### src/rtl/hdmi_video_timing_gen_pkg.sv
// Shared HDMI video configuration types, standard timing constants and helpers
// used by the video timing generator.
package hdmi_video_timing_gen_pkg;

  localparam int HDMI_CFG_W = 12;

  // Sync polarity encoding: 1 = active-high pulse.
  localparam logic HSYNC_POL_POS = 1'b1;
  localparam logic VSYNC_POL_POS = 1'b1;

  typedef struct packed {
    logic [HDMI_CFG_W-1:0] h_visible;
    logic [HDMI_CFG_W-1:0] h_sync_start;
    logic [HDMI_CFG_W-1:0] h_sync_end;
    logic [HDMI_CFG_W-1:0] h_total;
    logic [HDMI_CFG_W-1:0] v_visible;
    logic [HDMI_CFG_W-1:0] v_sync_start;
    logic [HDMI_CFG_W-1:0] v_sync_end;
    logic [HDMI_CFG_W-1:0] v_total;
    logic                  h_sync_pol;
    logic                  v_sync_pol;
  } HDMIVideoConfig;

  typedef enum logic [1:0] {
    ST_IDLE,
    ST_ARMED,
    ST_APPLY,
    ST_SETTLE
  } vtg_state_e;

  localparam HDMIVideoConfig HDMI_VIDEO_CONFIG_1080P = '{
    h_visible: 12'd1920, h_sync_start: 12'd2008, h_sync_end: 12'd2052, h_total: 12'd2200,
    v_visible: 12'd1080, v_sync_start: 12'd1084, v_sync_end: 12'd1089, v_total: 12'd1125,
    h_sync_pol: HSYNC_POL_POS, v_sync_pol: VSYNC_POL_POS};

  localparam HDMIVideoConfig HDMI_VIDEO_CONFIG_960P = '{
    h_visible: 12'd1280, h_sync_start: 12'd1376, h_sync_end: 12'd1488, h_total: 12'd1800,
    v_visible: 12'd960,  v_sync_start: 12'd961,  v_sync_end: 12'd964,  v_total: 12'd1000,
    h_sync_pol: HSYNC_POL_POS, v_sync_pol: VSYNC_POL_POS};

  localparam HDMIVideoConfig HDMI_VIDEO_CONFIG_480P = '{
    h_visible: 12'd720, h_sync_start: 12'd736, h_sync_end: 12'd798, h_total: 12'd858,
    v_visible: 12'd480, v_sync_start: 12'd489, v_sync_end: 12'd495, v_total: 12'd525,
    h_sync_pol: ~HSYNC_POL_POS, v_sync_pol: ~VSYNC_POL_POS};

  localparam HDMIVideoConfig HDMI_VIDEO_CONFIG_VGA = '{
    h_visible: 12'd640, h_sync_start: 12'd656, h_sync_end: 12'd752, h_total: 12'd800,
    v_visible: 12'd480, v_sync_start: 12'd490, v_sync_end: 12'd492, v_total: 12'd525,
    h_sync_pol: ~HSYNC_POL_POS, v_sync_pol: ~VSYNC_POL_POS};

  // Totals below 2 would make the end-of-line/end-of-frame compare meaningless.
  function automatic logic cfg_degenerate(input HDMIVideoConfig c);
    return (c.h_total < HDMI_CFG_W'(2)) || (c.v_total < HDMI_CFG_W'(2));
  endfunction

endpackage

### src/rtl/hdmi_raster_counter.sv
// Free-running x/y raster counters with wrap at the programmed totals and a
// synchronous restart to (0,0).
module hdmi_raster_counter #(
  parameter int CW = 12
) (
  input  logic          clock,
  input  logic          reset,
  input  logic [CW-1:0] h_total,
  input  logic [CW-1:0] v_total,
  input  logic          restart,
  output logic [CW-1:0] x,
  output logic [CW-1:0] y,
  output logic          eol,
  output logic          eof
);

  localparam logic [CW-1:0] ONE = CW'(1);

  assign eol = (x == h_total - ONE);
  assign eof = eol && (y == v_total - ONE);

  always_ff @(posedge clock or negedge reset) begin
    if (!reset) begin
      x <= '0;
      y <= '0;
    end else if (restart || eof) begin
      x <= '0;
      y <= '0;
    end else if (eol) begin
      x <= '0;
      y <= y + ONE;
    end else begin
      x <= x + ONE;
    end
  end

endmodule

### src/rtl/hdmi_video_timing_gen.sv
// HDMI raster timing generator: sync/DE/position outputs, with configuration
// changes applied only at frame boundaries followed by a DE-blanked settle period.
module hdmi_video_timing_gen
  import hdmi_video_timing_gen_pkg::*;
#(
  parameter int             SETTLE_FRAMES = 2,
  parameter int             CW            = HDMI_CFG_W,
  parameter HDMIVideoConfig INIT_CONFIG   = HDMI_VIDEO_CONFIG_1080P
) (
  input  logic           clock,
  input  logic           reset,
  input  HDMIVideoConfig hdmiVideoConfig,
  input  logic           r2v_f,
  output logic           hsync,
  output logic           vsync,
  output logic           de,
  output logic [CW-1:0]  pixel_x,
  output logic [CW-1:0]  pixel_y,
  output logic           frame_start,
  output logic           config_applied,
  output logic           r2v_f_active,
  output logic           locked
);

  localparam int             SW          = $clog2(SETTLE_FRAMES + 2);
  localparam logic [SW-1:0]  SETTLE_INIT = SW'(SETTLE_FRAMES);
  localparam logic [SW-1:0]  S_ONE       = SW'(1);

  HDMIVideoConfig active_cfg, pend_cfg;
  logic           pend_r2v;
  vtg_state_e     state, state_d;
  logic [SW-1:0]  settle_cnt, settle_d;
  logic           locked_d, apply, cfg_diff, sof;
  logic [CW-1:0]  x, y;
  logic           eol, eof;

  hdmi_raster_counter #(.CW(CW)) u_raster (
    .clock   (clock),
    .reset   (reset),
    .h_total (CW'(active_cfg.h_total)),
    .v_total (CW'(active_cfg.v_total)),
    .restart (apply),
    .x       (x),
    .y       (y),
    .eol     (eol),
    .eof     (eof)
  );

  assign cfg_diff = (pend_cfg != active_cfg) || (pend_r2v != r2v_f_active);
  assign sof      = (x == '0) && (y == '0);

  // Apply is taken on the end-of-frame edge itself, so the natural wrap and the
  // restart coincide and the new frame begins without a repeated (0,0) pixel.
  always_comb begin
    state_d  = state;
    locked_d = locked;
    settle_d = settle_cnt;
    apply    = 1'b0;
    case (state)
      ST_IDLE:  if (cfg_diff) state_d = ST_ARMED;
      ST_ARMED: begin
        if (!cfg_diff)  state_d = ST_IDLE;
        else if (eof)   apply   = 1'b1;
      end
      ST_APPLY: state_d = ST_SETTLE;
      ST_SETTLE: begin
        if (cfg_diff && eof) apply = 1'b1;
        else if (sof) begin
          if (settle_cnt <= S_ONE) begin
            settle_d = '0;
            locked_d = 1'b1;
            state_d  = ST_IDLE;
          end else begin
            settle_d = settle_cnt - S_ONE;
          end
        end
      end
      default: state_d = ST_IDLE;
    endcase
    if (apply) begin
      state_d  = ST_APPLY;
      locked_d = 1'b0;
      settle_d = SETTLE_INIT;
    end
  end

  // Reset behaves as an apply of the init config: the first frame after release
  // is not counted, so SETTLE_FRAMES full frames stay blanked.
  always_ff @(posedge clock or negedge reset) begin
    if (!reset) begin
      state          <= ST_APPLY;
      locked         <= 1'b0;
      settle_cnt     <= SETTLE_INIT;
      config_applied <= 1'b0;
      active_cfg     <= INIT_CONFIG;
      r2v_f_active   <= 1'b1;
      pend_cfg       <= INIT_CONFIG;
      pend_r2v       <= 1'b1;
    end else begin
      state          <= state_d;
      locked         <= locked_d;
      settle_cnt     <= settle_d;
      config_applied <= apply;
      if (apply) begin
        active_cfg   <= pend_cfg;
        r2v_f_active <= pend_r2v;
      end
      if (!cfg_degenerate(hdmiVideoConfig)) begin
        pend_cfg <= hdmiVideoConfig;
        pend_r2v <= r2v_f;
      end
    end
  end

  always_ff @(posedge clock or negedge reset) begin
    if (!reset) begin
      hsync       <= ~INIT_CONFIG.h_sync_pol;
      vsync       <= ~INIT_CONFIG.v_sync_pol;
      de          <= 1'b0;
      pixel_x     <= '0;
      pixel_y     <= '0;
      frame_start <= 1'b0;
    end else begin
      hsync       <= ((x >= CW'(active_cfg.h_sync_start)) && (x < CW'(active_cfg.h_sync_end)))
                     ? active_cfg.h_sync_pol : ~active_cfg.h_sync_pol;
      vsync       <= ((y >= CW'(active_cfg.v_sync_start)) && (y < CW'(active_cfg.v_sync_end)))
                     ? active_cfg.v_sync_pol : ~active_cfg.v_sync_pol;
      de          <= (x < CW'(active_cfg.h_visible)) && (y < CW'(active_cfg.v_visible)) && locked_d;
      pixel_x     <= x;
      pixel_y     <= y;
      frame_start <= sof;
    end
  end

endmodule

### config.mk
export PLATFORM = sky130hd
export DESIGN_NAME = hdmi_video_timing_gen
export DESIGN_NICKNAME = d
export VERILOG_FILES = /design/src/rtl/hdmi_video_timing_gen_pkg.sv /design/src/rtl/hdmi_raster_counter.sv /design/src/rtl/hdmi_video_timing_gen.sv
export SDC_FILE = /design/constraint.sdc
export NUM_CORES = 1
export LEC_CHECK = 0
export ABC_AREA = 1
export CORE_MARGIN = 3
export CORE_UTILIZATION = 35
export DETAILED_ROUTE_END_ITERATION = 10
export GPL_ROUTABILITY_DRIVEN = 0
export PLACE_DENSITY_LB_ADDON = 0.2
export SLEW_MARGIN = 40
export SYNTH_ARGS = -nofsm -noshare
export SYNTH_HDL_FRONTEND = slang
export SYNTH_SLANG_ARGS = --single-unit
### constraint.sdc
create_clock -name clock -period 2.8 [get_ports clock]
set_input_delay 0.28 -clock clock [delete_from_list [all_inputs] [get_ports clock]]
set_output_delay 0.28 -clock clock [all_outputs]
set_load 0.03 [all_outputs]
# Word-level counts from Yosys, hierarchy flattened
# Cells that the tools add are included.
# word_totals
regBits	256
inputBits	101
# classes
n_reduce_logical	18
bitwise_logic	2
muxes	27
n_addsub	5
magnitude_cmp	9
n_eq_ne	13
# op_table
cell	n
$ne 98x98->1	1
$lt 12x12->1	4
$mux 12	4
$add 12x1->12 const B	2
$eq 12x12->1	2
$ge 12x12->1	2
$logic_not 12->1	2
$lt 12x2->1 const B	2
$sub 12x1->12 const B	2
$mux 2	11
$ne 3x3->1 const B	5
$mux 1	10
$pmux 2 s4	1
$logic_and 1x1->1	7
$reduce_bool 2->1	3
$reduce_and 5->1	1
$eq 2x2->1 const B	2
$logic_or 1x1->1	3
$reduce_and 3->1	1
$eq 2x1->1 const B	1
$le 2x1->1 const B	1
$logic_not 2->1	1
$ne 2x2->1 const B	1
$not 1->1	2
3 further kinds	3

# Depth between registers and ports, before layout
# logic_depth
depth_word	8
depth_mapped	18
depth_no_buf	17

# By module
# Synthesis repeated with hierarchy kept, for this count alone.
# unflattened
cells_unflattened	1669
area_unflattened_um2	14068.5
# by_module_without_submodules
module	n_inst	seq_area_each_um2	cells_per_inst	area_each_um2
hdmi_video_timing_gen	1	5900.7	1252	11619.9
hdmi_raster_counter	1	600.6	417	2448.6

# Worst setup path after synthesis
# No wires, ideal clock.
# synth_timing
path_kind	register to register
from	register active_cfg[2] (netlist name)
to	register active_cfg[5] (netlist name)
setup_ps	130
t_arrival_ps	2132
slack_ps	537
period_less_slack_ps	2263
path_buffers	2
path_stages_with_launch	15
cell_sequence	dfstp_2 -> inv_1 -> ha_1 -> xor2_1 -> nand2_1 -> nor2_1 -> nand2_1 -> nor2_1 -> nand3_1 -> nor2_2 -> nand4_4 -> buf_4 -> buf_2 -> nand2_1 -> o21ai_1
# synth_via
elab_chain_cells	6
# synth_rtl
item	line	text
from (decl)	hdmi_video_timing_gen.sv:29	HDMIVideoConfig active_cfg, pend_cfg;
from (signal assigned)	hdmi_video_timing_gen.sv:105	active_cfg <= pend_cfg;
$sub 12x1->12	hdmi_raster_counter.sv:20	assign eof = eol && (y == v_total - ONE);
$eq 12x12->1	hdmi_raster_counter.sv:20	
$logic_and 1x1->1	hdmi_raster_counter.sv:20	
$mux 1 / $logic_and 1x1->1 (equally long branches)	hdmi_video_timing_gen.sv:63, hdmi_video_timing_gen.sv:67	
$mux 1 (on tied branches)	hdmi_video_timing_gen.sv:62, hdmi_video_timing_gen.sv:67	
$pmux 1 s2 (*)	hdmi_video_timing_gen.sv:59	case (state)
# Every way passes the cells marked *; elsewhere a longest branch is shown, timed or not.
# A chain may end at the register's enable or synchronous reset.

# Worst setup path after layout
# layout_timing
from	register active_cfg[2] (netlist name)
to	register active_cfg[10] (netlist name)
# Same word-level chain as after synthesis.

==> flow_summary.json <==
{
  "status": "complete, no violations",
  "rr_endpoint": "active_cfg[10]",
  "dieHeight_um": 206,
  "wl_per_cell_um": 18.1,
  "antenna_found_initial": 1,
  "fin_crit_sh_pct": 90.8,
  "synth-async-reset-ratio_pct": 100,
  "grt_use_total_pct": 20.7,
  "die_area_sq_mm": 0.0423,
  "finalNonFillerCells": 2412,
  "seqPwrFrac_pct": 45.3,
  "num_antenna_cells": 0,
  "synth_area_leaders": "dfrtp_1, dfstp_2, nand2_1",
  "multi_input_area_sq_mm": 0.00638,
  "syn_area_sq_mm": 0.0139,
  "drc": 0,
  "cap_violations": 0,
  "initial_core_util_pct": 35.7,
  "tns_ps": 0,
  "synth_area_per_cell_sq_um": 8.19,
  "crit_fanout": 32,
  "start_kind": "flop",
  "setup_viol": 0,
  "maxSlewViolCount": 0,
  "clockRootBuffer": "clkbuf_16",
  "critPathKind": "flop to flop",
  "io_buffer_count": 131,
  "cts_buffers": 31,
  "tightest_slew_ps": 699,
  "cp.arrival_ps": 3030,
  "internal-power_w": 0.00661,
  "ctsHtreeMaxLevel": 1,
  "rows": 72,
  "cts_tree": "built",
  "synth_cells": 1702,
  "first_iter_violations": 855,
  "reg2reg_setup_slack_ps": 260,
  "r2r-start": "active_cfg[2]",
  "grt_pass1_wl_mm": 66.4,
  "first_global_vias": 11100,
  "drtPass1Iterations": 7,
  "vias": 11600,
  "grt_max_degree": 80,
  "ir_drop_mv": 0.419,
  "max-clock-path-buffers": 3,
  "routed_wl_mm": 43.8,
  "fin_util_pct": 44.2,
  "yosys.area.top_type": "dfrtp_1",
  "synth-seq-cells": 256,
  "ff_latch_area_sq_mm": 0.00650,
  "clk_pin_slew_ps": 60,
  "yosys_warnings": 0,
  "ys_types": 39,
  "post-place-ws_ps": 229,
  "hold_path_class": "input pin to flop",
  "ys_seq_area_share_pct": 46.6,
  "p_per_area_mw_per_mm2": 494,
  "ys_dominant_reg_cell": "dfrtp_1",
  "swShare_pct": 22.5,
  "core_sq_mm": 0.0390,
  "crit_path_end_kind": "flop",
  "die_w_um": 206,
  "p_total_w": 0.00853,
  "max_freq_ghz": 0.393,
  "synth_top_area_share_pct": 32.3,
  "clock_power_share_pct": 49.2,
  "relSlewSlack_pct": 53.4,
  "grt_setup_unrepaired": "false",
  "grt.overflow.total": 0,
  "synth_edf_count": 0,
  "p_sw_w": 0.00192,
  "clock-sinks": 256,
  "drive_gt1_share_pct": 13.4,
  "fill_cells": 3858,
  "r2r_cells": 16,
  "ant_nets": 0,
  "synth_nets": 1877,
  "finalClockSkew_ps": 12.0,
  "fin_crit_ps": 2540,
  "dp_hpwl_mm": 33.6,
  "hold_end": "pend_cfg[0]",
  "dp_cells": 2353,
  "area_growth_pct": 23.7,
  "num_io_pins": 132,
  "avgViaCountPerCell": 4.81,
  "layout_setup_ws_ps": 259,
  "hold_viol_final": 0,
  "p_leak_nw": 7.96,
  "clkLatencyLatePin_ps": 560,
  "worstPathRequired_ps": 3290,
  "worstHoldStart": "hdmiVideoConfig[0]",
  "nNetsFinal": 2045,
  "p_comb_share_pct": 5.5,
  "hold_depth": 3
}
-- cells by family after synthesis --
kind of cell,Yosys count,synth area share [%]
and+or+nand+nor,748,22.1
buffers and inverters,267,7.73
DFF,256,46.6
AOI/OAI and AO/OA,252,9.67
adders and majority gates,74,6.64
xor gates and xnor gates,67,4.21
muxes,38,3.07
-- final cells by class --
class	instances	area share, %
clock buffer	46	5.46
clock inverter	11	0.798
inverter	221	4.82
multi-input combinational	1179	37.0
sequential	256	37.7
tap	518	3.76
timing repair buffer	181	10.5
-- flip-flops by register name, summed over array words and instances, names as in the netlist, 2 cells and up, named ones only --
signal and cells:
u_raster.y 12, pend_cfg 98, pixel_x 12, settle_cnt 2
pixel_y 12, active_cfg 98, u_raster.x 12
-- worst max-delay path: stages, from the launching register on --
cell,delay [ps]
dfstp_2,530
inv_1,80
ha_1,260
inv_1,70
nand2_1,60
nand3_1,90
nand2_1,70
nor2_1,90
nand2_1,50
nor2_1,80
nand3_1,80
nor2_2,190
nand4_4,240
inv_4,170
clkbuf_16,260
nand2_1,70
o21ai_0,70
-- cells in the final DEF (no fill, tap or decap), types with 39 or more instances in the layout --
cell type	synthesis	final
a21oi_1	91	91
nand3_1	55	55
buf_4	2	40
inv_1	216	216
ha_1	74	73
xnor2_1	39	39
nor2_1	160	160
dfstp_2	76	76
dfrtp_1	180	180
clkdlybuf4s50_1	0	130
nand2_1	455	455
o21ai_1	72	72
o21ai_0	63	63
-- through the flow --
stage               hold WS (ps)  cell area [sq um]
finish                       257              17300
global route                 291              17300
CTS                          242              17200
detailed placement           328              16100
global placement             328              16100
floorplan                  -15.6              13900
-- worst max path at each step --
stage / slack [ps] / start / endpoint
after detailed placement: 230 / hdmiVideoConfig[9] / pend_cfg[34]
after floorplan: 540 / active_cfg[2] / active_cfg[5]
after CTS: 230 / active_cfg[50] / active_cfg[49]
final: 260 / active_cfg[2] / active_cfg[10]
after global routing: 60 / active_cfg[50] / active_cfg[78]
after global placement: 260 / hdmiVideoConfig[9] / pend_cfg[80]
-- cell usage after synthesis (2+ instances only) --
| library cell | n |
|---|---|
| xor2_1 | 28 |
| a21oi_1 | 91 |
| buf_6 | 6 |
| o21ai_0 | 63 |
| nand3_1 | 55 |
| nor3b_1 | 3 |
| o211ai_1 | 4 |
| inv_1 | 216 |
| o21ai_1 | 72 |
| nand4_1 | 14 |
| clkbuf_1 | 19 |
| mux2_2 | 38 |
| a221oi_1 | 2 |
| nand2_1 | 455 |
| ha_1 | 74 |
| buf_4 | 2 |
| xnor2_1 | 39 |
| nor3_1 | 24 |
| inv_2 | 4 |
| nand3b_1 | 5 |
| nor4_1 | 10 |
| dfrtp_1 | 180 |
| a21boi_0 | 4 |
| dfstp_2 | 76 |
| nor2_4 | 2 |
| nand2_2 | 12 |
| nor2_1 | 160 |
| o31ai_1 | 2 |
| buf_2 | 17 |
| nor2_2 | 6 |
| o21ai_2 | 10 |
| o21a_1 | 2 |
-- metal layers --
metal / global-route usage (%) / up-vias / share of wire, %
met4: 7.44 / 2 / 3.7
li1: - / 5767 / -
met5: 0 / - / 0.030
met2: 30.7 / 329 / 42
met3: 3.23 / 81 / 6.1
met1: 30.4 / 5415 / 48
-- power by group through the flow --
stage	Sequential (W)	Clock (W)	Combinational (W)
after global routing	0.00387	0.00447	0.000528
after floorplan	0.00390	0	0.000168
after CTS	0.00386	0.00429	0.000485
after detailed placement	0.00392	0	0.000481
after global placement	0.00392	0	0.000480
final	0.00386	0.00419	0.000472
-- timing repair --
| item | 4_1_cts | 5_1_grt |
|---|---|---|
| setup endpoints to repair | 0 | 35 |
| hold buffers | 1 | 0 |
| buffers inserted | 0 | 0 |
| resized for setup | 0 | 2 |
| hold endpoints to repair | 56 | 0 |
Power figures use the tool's default switching activity.
